--- config.mk ---
export PLATFORM = sky130hd
export DESIGN_NAME = reset_sequencer
export DESIGN_NICKNAME = d
export VERILOG_FILES = /design/src/rtl/reset_sequencer.sv
export SDC_FILE = /design/constraint.sdc
export NUM_CORES = 1
export LEC_CHECK = 0
export CORE_UTILIZATION = 27
export CTS_BUF_LIST = sky130_fd_sc_hd__clkbuf_8
export CTS_CLUSTER_DIAMETER = 50
export DETAILED_ROUTE_END_ITERATION = 10
export GPL_TIMING_DRIVEN = 0
export PLACE_DENSITY_LB_ADDON = 0.05
export SYNTH_ARGS = -nofsm -noshare
export SYNTH_HDL_FRONTEND = slang
export SYNTH_SLANG_ARGS = --single-unit
--- constraint.sdc ---
create_clock -name clk -period 1.95 [get_ports clk]
set_input_delay 0.2925 -clock clk [delete_from_list [all_inputs] [get_ports clk]]
set_output_delay 0.2925 -clock clk [all_outputs]
set_load 0.005 [all_outputs]
--- src/rtl/reset_sequencer.sv ---
`default_nettype none
// ============================================================================
// Module      : reset_sequencer
// Description : Brings subsystems out of reset in a fixed order once the PLL
//               has locked. Each stage enable rises STAGE_DELAY cycles after
//               the previous one, and `ready` rises with the last stage. A
//               lock timeout pulses the PLL reset and retries. When the
//               retries run out the block enters a fault state, and
//               soft_rst_req clears that fault. soft_rst_req also
//               re-sequences a running system.
//
// Ports       : clk          in   system clock, posedge
//               rst          in   synchronous active-high reset
//               pll_locked   in   PLL lock flag (clk domain)
//               soft_rst_req in   re-sequence / fault-clear request
//               stage_en     out  thermometer stage enables, bit 0 first
//               ready        out  all stages enabled
//               pll_rst      out  PLL reset request
//               fault        out  lock never achieved within retries
//               retry_cnt    out  PLL retries consumed in this attempt
//
// Options     : RSEQ_LOCK_MONITOR_EN - when defined, a loss of lock while
//               running triggers a soft re-sequence.
//
// Revision    : 1.0 - initial release
// ============================================================================
module reset_sequencer #(
    parameter int NUM_STAGES   = 4,
    parameter int STAGE_DELAY  = 16,
    parameter int LOCK_TIMEOUT = 1024,
    parameter int SOFT_HOLD    = 8,
    parameter int MAX_RETRY    = 3
) (
    input  logic                  clk,
    input  logic                  rst,
    input  logic                  pll_locked,
    input  logic                  soft_rst_req,
    output logic [NUM_STAGES-1:0] stage_en,
    output logic                  ready,
    output logic                  pll_rst,
    output logic                  fault,
    output logic [1:0]            retry_cnt
);

    localparam logic [2:0] c_ST_HOLD      = 3'd0;
    localparam logic [2:0] c_ST_WAIT_LOCK = 3'd1;
    localparam logic [2:0] c_ST_PLL_RESET = 3'd2;
    localparam logic [2:0] c_ST_STAGE     = 3'd3;
    localparam logic [2:0] c_ST_RUN       = 3'd4;
    localparam logic [2:0] c_ST_SOFT      = 3'd5;
    localparam logic [2:0] c_ST_FAULT     = 3'd6;

    // Terminal timer values. The timer counts from 0, so each dwell ends
    // on the edge that sees the value one below the configured length.
    localparam logic [31:0] c_LOCK_LAST  = 32'(LOCK_TIMEOUT - 1);
    localparam logic [31:0] c_HOLD_LAST  = 32'(SOFT_HOLD - 1);
    localparam logic [31:0] c_STAGE_LAST = 32'(STAGE_DELAY - 1);
    localparam logic [1:0]  c_MAX_RETRY  = 2'(MAX_RETRY);
    localparam logic [NUM_STAGES-1:0] c_FIRST_STAGE = NUM_STAGES'(1);

    logic [2:0]            r_state;
    logic [31:0]           r_timer;
    logic [NUM_STAGES-1:0] r_stage_en;
    logic                  r_ready;
    logic                  r_pll_rst;
    logic                  r_fault;
    logic [1:0]            r_retry;

    logic [NUM_STAGES-1:0] w_stage_next;
    logic                  w_lock_lost;

    // Shifting a one in from the bottom keeps the enables thermometer-coded.
    assign w_stage_next = {r_stage_en[NUM_STAGES-2:0], 1'b1};

`ifdef RSEQ_LOCK_MONITOR_EN
    assign w_lock_lost = ~pll_locked;
`else
    assign w_lock_lost = 1'b0;
`endif

    always_ff @(posedge clk) begin
        if (rst) begin
            r_state    <= c_ST_HOLD;
            r_timer    <= '0;
            r_stage_en <= '0;
            r_ready    <= 1'b0;
            r_pll_rst  <= 1'b0;
            r_fault    <= 1'b0;
            r_retry    <= '0;
        end else begin
            case (r_state)
                c_ST_HOLD: begin
                    r_state <= c_ST_WAIT_LOCK;
                    r_timer <= '0;
                end

                c_ST_WAIT_LOCK: begin
                    // Lock wins over a timeout on the same edge.
                    if (pll_locked) begin
                        r_state    <= c_ST_STAGE;
                        r_stage_en <= c_FIRST_STAGE;
                        r_retry    <= '0;
                        r_timer    <= '0;
                    end else if (r_timer == c_LOCK_LAST) begin
                        r_timer <= '0;
                        if (r_retry == c_MAX_RETRY) begin
                            r_state    <= c_ST_FAULT;
                            r_fault    <= 1'b1;
                            r_pll_rst  <= 1'b1;
                            r_stage_en <= '0;
                        end else begin
                            r_state   <= c_ST_PLL_RESET;
                            r_retry   <= r_retry + 2'd1;
                            r_pll_rst <= 1'b1;
                        end
                    end else begin
                        r_timer <= r_timer + 32'd1;
                    end
                end

                c_ST_PLL_RESET: begin
                    if (r_timer == c_HOLD_LAST) begin
                        r_state   <= c_ST_WAIT_LOCK;
                        r_pll_rst <= 1'b0;
                        r_timer   <= '0;
                    end else begin
                        r_timer <= r_timer + 32'd1;
                    end
                end

                c_ST_STAGE: begin
                    if (r_timer == c_STAGE_LAST) begin
                        r_timer    <= '0;
                        r_stage_en <= w_stage_next;
                        if (w_stage_next[NUM_STAGES-1]) begin
                            r_ready <= 1'b1;
                            r_state <= c_ST_RUN;
                        end
                    end else begin
                        r_timer <= r_timer + 32'd1;
                    end
                end

                c_ST_RUN: begin
                    if (soft_rst_req || w_lock_lost) begin
                        r_state    <= c_ST_SOFT;
                        r_stage_en <= '0;
                        r_ready    <= 1'b0;
                        r_pll_rst  <= 1'b1;
                        r_timer    <= '0;
                    end
                end

                c_ST_SOFT: begin
                    // The retry count survives until the hold ends, so a
                    // fault clear still shows the exhausted count in SOFT.
                    if (r_timer == c_HOLD_LAST) begin
                        r_state   <= c_ST_WAIT_LOCK;
                        r_pll_rst <= 1'b0;
                        r_retry   <= '0;
                        r_timer   <= '0;
                    end else begin
                        r_timer <= r_timer + 32'd1;
                    end
                end

                c_ST_FAULT: begin
                    // pll_rst stays high into SOFT. Only fault drops here.
                    if (soft_rst_req) begin
                        r_state <= c_ST_SOFT;
                        r_fault <= 1'b0;
                        r_timer <= '0;
                    end
                end

                default: begin
                    r_state    <= c_ST_HOLD;
                    r_timer    <= '0;
                    r_stage_en <= '0;
                    r_ready    <= 1'b0;
                    r_pll_rst  <= 1'b0;
                    r_fault    <= 1'b0;
                    r_retry    <= '0;
                end
            endcase
        end
    end

    assign stage_en  = r_stage_en;
    assign ready     = r_ready;
    assign pll_rst   = r_pll_rst;
    assign fault     = r_fault;
    assign retry_cnt = r_retry;

endmodule
`default_nettype wire
==> results of run 1 <==
-- flip-flops by register name, indices dropped and copies added (netlist names) --
| signal | cells |
|---|---|
| r_timer | 32 |
| stage_en | 4 |
| r_state | 3 |
| retry_cnt | 2 |
| fault | 1 |
| pll_rst | 1 |
| ready | 1 |
-- area by class of cell --
type / count / area [sq um] / share of cell area (%)
Buffer: 13 / 101.3 / 2.799
Clock buffer: 7 / 96.34 / 2.661
Clock inverter: 1 / 30.03 / 0.8293
Inverter: 4 / 15.01 / 0.4147
Multi-Input combinational cell: 248 / 1901 / 52.49
Sequential cell: 44 / 914.6 / 25.26
Tap cell: 108 / 135.1 / 3.732
Timing Repair Buffer: 46 / 427.9 / 11.82
-- metal layers --
metal,global-route usage [%],vias up,wire length [microns]
met5,0,-,0
met1,21.97,1206,3785
met2,28.51,44,3716
met3,3.022,10,216
li1,-,1268,-
met4,5.204,0,133
-- worst paths after layout --
| path | slack, ns | from | to | cells after the start |
|---|---|---|---|---|
| worst max-delay path | -0.20 | r_timer[28]$_SDFFE_PP0N_ | r_timer[31]$_SDFFE_PP0N_ | 8 |
| worst min-delay path | 0.48 | r_timer[0]$_SDFFE_PP0N_ | r_timer[0]$_SDFFE_PP0N_ | 1 |
| worst min register to register | 0.48 | r_timer[0]$_SDFFE_PP0N_ | r_timer[0]$_SDFFE_PP0N_ | 1 |
| worst max register to register | -0.20 | r_timer[28]$_SDFFE_PP0N_ | r_timer[31]$_SDFFE_PP0N_ | 8 |
-- cells in the mapped netlist (all sizes together) (2+ instances only) --
cell      n  area (sq um)
a2111oi   3         26.28
ha        2         25.02
o21bai    2         15.01
nand3b    4         30.03
a31o      6         52.55
a22oi     2         15.01
o21ai    12         60.06
a21oi     9         45.04
nand3    31         155.2
buf       4         20.02
a22o      2         17.52
nor2b     2         12.51
nor4b     2         17.52
nand4    13         87.58
a31oi     8         50.05
nand2    38         142.6
inv       3         11.26
and4      6         52.55
clkbuf   13         48.80
and3     11         68.82
xor2     10         87.58
nor3     12         60.06
nor4     10         93.84
xnor2     4         35.03
nor2     30         112.6
o21a      2         15.01
o211ai    4         30.03
nor3b     3         22.52
or3b      4         35.04
nand2b    3         18.77
dfxtp    44         880.8
-- through the flow --
| stage | cell area, sq um | setup WS, ns |
|---|---|---|
| after floorplan | 2525 | -0.03707 |
| after global placement | 2780 | -0.7033 |
| after detailed placement | 2780 | -0.7098 |
| after CTS | 3405 | -0.2061 |
| after global routing | 3621 | -0.2866 |
| final | 3621 | -0.1952 |
-- where the power goes --
part	leakage [uW]	total, uW	switching [uW]	internal (uW)
clock network	0.0000645	803	350	453
logic	0.000870	1240	638	597
registers	0.000364	1010	66.4	944
total	0.00130	3050	1050	1990
-- what timing repair did --
action                                  4_1_cts  5_1_grt
setup buffers                                22       10
endpoints found under the setup margin       43       42
gates cloned                                  1        1
pin swaps                                    27       22
gates resized for setup                      72       44
-- kinds of logic after synthesis --
family / synth area share [%]
AO/OA/AOI/OAI: 16.04
AND/OR/NAND/NOR: 38.83
adder cells (fa/ha/maj): 1.015
flip-flops: 35.74
buffers and inverters: 3.401
XOR/XNOR: 4.974
==> results.toml, run 1 <==
[status]
outcome = "finished, violations left"
violations = "setup timing"

[synth]
synthCells = 313
ys_types = 50
ys_seq_elements = 44
synth_edf_count = 0
synth_nets = 319
avgSynthCellArea_sq_um = 7.875
yosysWarnings = 0
async_flop_share_pct = 0
synth_area_sq_um = 2465
ys.flop_type = "dfxtp_1"
yosysSeqAreaShare_pct = 35.74

[clock_tree]
tritoncts = "built"
cts_buffers = 5
clk_pin_slew_ns = 0.10
clockBufferDepth = 2
clock-sinks = 44
insertion_delay_ns = 0.31
cts.root.buffer_cell = "clkbuf_8"
hold_buffers = 0
htreeDepth = 2

[setup_path]
worstSetupStartpointType = "flop"
crit_type = "reg -> reg"
slowest_delay_ns = 0.38
crit_path_end_kind = "flop"
slowest_stage = "dfxtp_1"
required_ns = 2.15
path_max_fanout = 8
critPathTopFamily = "compound AO/OA/AOI/OAI gates"
critical_path_arrival_ns = 2.35
crit_buf_inv = 2
path_cells = "nor4_4, nand4_4, buf_12, o311ai_4, a31oi_4, buf_6, nor3b_1, a211o_1"

[place]
portBuffers = 12
gp_congestion = 0.7673
dp_cells = 433
place_hpwl_mm = 5.097

[die]
core-area_sq_um = 8763
fp.dieH_microns = 97.55
start_util_pct = 28.13
die_area_sq_um = 9515
fp.dieW_microns = 97.55
row_count = 34
ios = 13

[finish]
final_util_pct = 41.32
layout.cells.most_common = "nand2_1"
fill_cells = 897
final_cell_mix = "34 x nand2_1, 29 x dfxtp_1, 26 x buf_4"
drive_above_1_share_pct = 33.33
area_growth_pct = 46.90
stdcell_count = 471
nets = 368
antenna-diode-count = 0

[grt]
grt.overflow.total = 0
grt_usage_pct = 16.96
grt_max_degree = 14
antenna_found_initial = 0
grt_pass1_wl_mm = 12.85
grt_pass1_vias = 2483

[routing]
drc_errors = 0
drt-pass1-iter-count = 4
drtAntennaViolNets = 0
vias = 2528
initialDrtViolationCount = 75
wl_per_cell_microns = 16.67
avgViaCountPerCell = 5.367
wl_mm = 7.851

[timing]
clock.fmax_mhz = 466.2
whs_ns = 0.4848
setup_violations = 40
rsz0062_at_grt = "true"
fin_ws_ns = -0.1952
hold_viol_final = 0
period_needed_ns = 2.145
worst_pin_slew_ns = 0.5254
post-route-period-util_pct = 110.0
max_slew_margin_pct = 64.98
finalClockSkew_ns = 0.01109
drv_slew = 0
setup_tns_ns = -4.975

[worst_hold_path]
hold_class = "reg -> reg"

[power_and_ir_drop]
peakVddDrop_v = 0.0003704
leakage_uw = 0.001299
totalPowerFinal_uw = 3048
cellPowerDensity_nw_per_um2 = 841.8

[run]
cap_violations = 0
Power figures use the tool's default switching activity.
==> run 2: changes to the inputs <==
--- a/config.mk
+++ b/config.mk
@@ -5,7 +5,8 @@
 export SDC_FILE = /design/constraint.sdc
 export NUM_CORES = 1
 export LEC_CHECK = 0
-export CORE_UTILIZATION = 27
+export CAP_MARGIN = 20
+export CORE_UTILIZATION = 56
 export CTS_BUF_LIST = sky130_fd_sc_hd__clkbuf_8
 export CTS_CLUSTER_DIAMETER = 50
 export DETAILED_ROUTE_END_ITERATION = 10
==> results.toml, run 2 (synthesis results as in run 1) <==
[clock_tree]
tritoncts = "built"
clockBufferDepth = 2
clock-sinks = 44
cts.root.buffer_cell = "clkbuf_8"
htreeDepth = 2
insertion_delay_ns = 0.31
clk_pin_slew_ns = 0.09
hold_buffers = 0
cts_buffers = 5

[finish]
fill_cells = 216
largest_reg_flops = 32
drive_above_1_share_pct = 32.49
stdcell_count = 407
final_cell_mix = "33 x nand2_1, 31 x dfxtp_1, 24 x nor2_1"
nets = 363
top_register = "r_timer"
antenna-diode-count = 0
area_growth_pct = 39.09
final_util_pct = 83.31
layout.cells.most_common = "nand2_1"
final_area_sq_um = 3428

[place]
gp_congestion = 0.8926
place_hpwl_mm = 4.348
dp_cells = 375
dpl_cell_area_sq_um = 2708
portBuffers = 12

[power_and_ir_drop]
peakVddDrop_v = 0.0006923
totalPowerFinal_uw = 2806
cellPowerDensity_nw_per_um2 = 818.6
leakage_uw = 0.001234

[setup_path]
path_common_cell = "buf_4"
slowest_stage = "dfxtp_1"
critPathTopFamily = "compound AO/OA/AOI/OAI gates"
crit_start = "r_timer[2]$_SDFFE_PP0N_"
slowest_delay_ns = 0.53
critical_path_arrival_ns = 2.54
crit_path_end_kind = "flop"
path_max_fanout = 9
regToRegSetupSlack_ns = -0.34
critPathCapture = "r_state[0]$_SDFFE_PP0P_"
required_ns = 2.20
crit_type = "reg -> reg"
worst-path-stages = 8
worstSetupStartpointType = "flop"
crit_buf_inv = 2
path_cells = "and4_1, nand4_1, o21ai_4, buf_4, buf_4, o211ai_1, a2111oi_2, a31o_1"
rr_endpoint = "r_state[0]$_SDFFE_PP0P_"
r2r_cells = 8
timing.rr.start = "r_timer[2]$_SDFFE_PP0N_"

[grt]
antenna_found_initial = 0
gr-usage-met3_pct = 6.500
gr-usage-met2_pct = 52.70
top_usage_layer = "met2"
grt_max_degree = 13
grt.overflow.total = 0
grt_pass1_wl_mm = 11.06
use_met1_pct = 42.41
grt_pass1_vias = 2326
grt_usage_pct = 32.28

[timing]
clock.fmax_mhz = 437.1
period_needed_ns = 2.288
post-route-period-util_pct = 117.3
finalClockSkew_ns = 0.01106
setup_violations = 41
drv_slew = 0
max_slew_margin_pct = 57.26
worst_pin_slew_ns = 0.6412
rsz0062_at_grt = "true"
hold_viol_final = 0
setup_tns_ns = -7.772
fin_ws_ns = -0.3380

[status]
outcome = "finished, violations left"
violations = "setup timing"

[die]
core-area_sq_um = 4115
die_area_sq_um = 4671
row_count = 23
fp.dieW_microns = 68.35
ios = 13
start_util_pct = 59.90
fp.dieH_microns = 68.35

[routing]
drt-pass1-iter-count = 5
wl_mm = 7.995
vias = 2796
wl_per_cell_microns = 19.64
drc_errors = 0
avgViaCountPerCell = 6.870
drtAntennaViolNets = 0
initialDrtViolationCount = 338

[run]
cap_violations = 0

[worst_hold_path]
holdPathStages = 1
hold_class = "reg -> reg"
-- run 2: worst min-delay path by stage --
stage | from | endpoint
2_1_floorplan | r_timer[22]$_SDFFE_PP0N_ | r_timer[22]$_SDFFE_PP0N_
3_3_place_gp | stage_en[1]$_SDFFE_PP0P_ | stage_en[1]$_SDFFE_PP0P_
3_5_place_dp | stage_en[1]$_SDFFE_PP0P_ | stage_en[1]$_SDFFE_PP0P_
4_1_cts | stage_en[1]$_SDFFE_PP0P_ | stage_en[1]$_SDFFE_PP0P_
5_1_grt | r_timer[0]$_SDFFE_PP0N_ | r_timer[0]$_SDFFE_PP0N_
6_report | r_timer[0]$_SDFFE_PP0N_ | r_timer[0]$_SDFFE_PP0N_
-- run 2: power breakdown --
part / leakage [uW] / internal [uW] / switching (uW)
clock network: 0.0000452 / 239 / 320
logic: 0.000826 / 563 / 674
registers: 0.000363 / 943 / 66.6
-- run 2: repair_timing --
item,4_1_cts,5_1_grt
setup endpoints to repair,43,43
setup buffers,15,9
gates resized for setup,60,52
gates cloned,2,1
pin swaps,35,25
-- run 2: through the flow --
stage | hold WS, ns | setup slack, ns
global placement | 0.4788 | -0.6487
detailed placement | 0.4847 | -0.6406
floorplan | 0.4766 | -0.03707
CTS | 0.5019 | -0.2419
finish | 0.4985 | -0.3380
global route | 0.5108 | -0.5569
-- run 2: area by class of cell --
class	count	area, sq um	area share, %
well taps	50	62.56	1.825
flip-flops and latches	44	907.1	26.46
inverters	4	15.01	0.4380
plain buffers	15	93.84	2.737
clock inverters	2	8.758	0.2555
clock buffers	5	68.82	2.007
repair buffers	39	385.4	11.24
multi-input cells	248	1887	55.04
-- run 2: routing by layer --
metal	vias up	part of all wire (%)
met5	-	0
met4	0	3.8
met3	48	8.2
met2	168	48
met1	1325	40
li1	1255	-
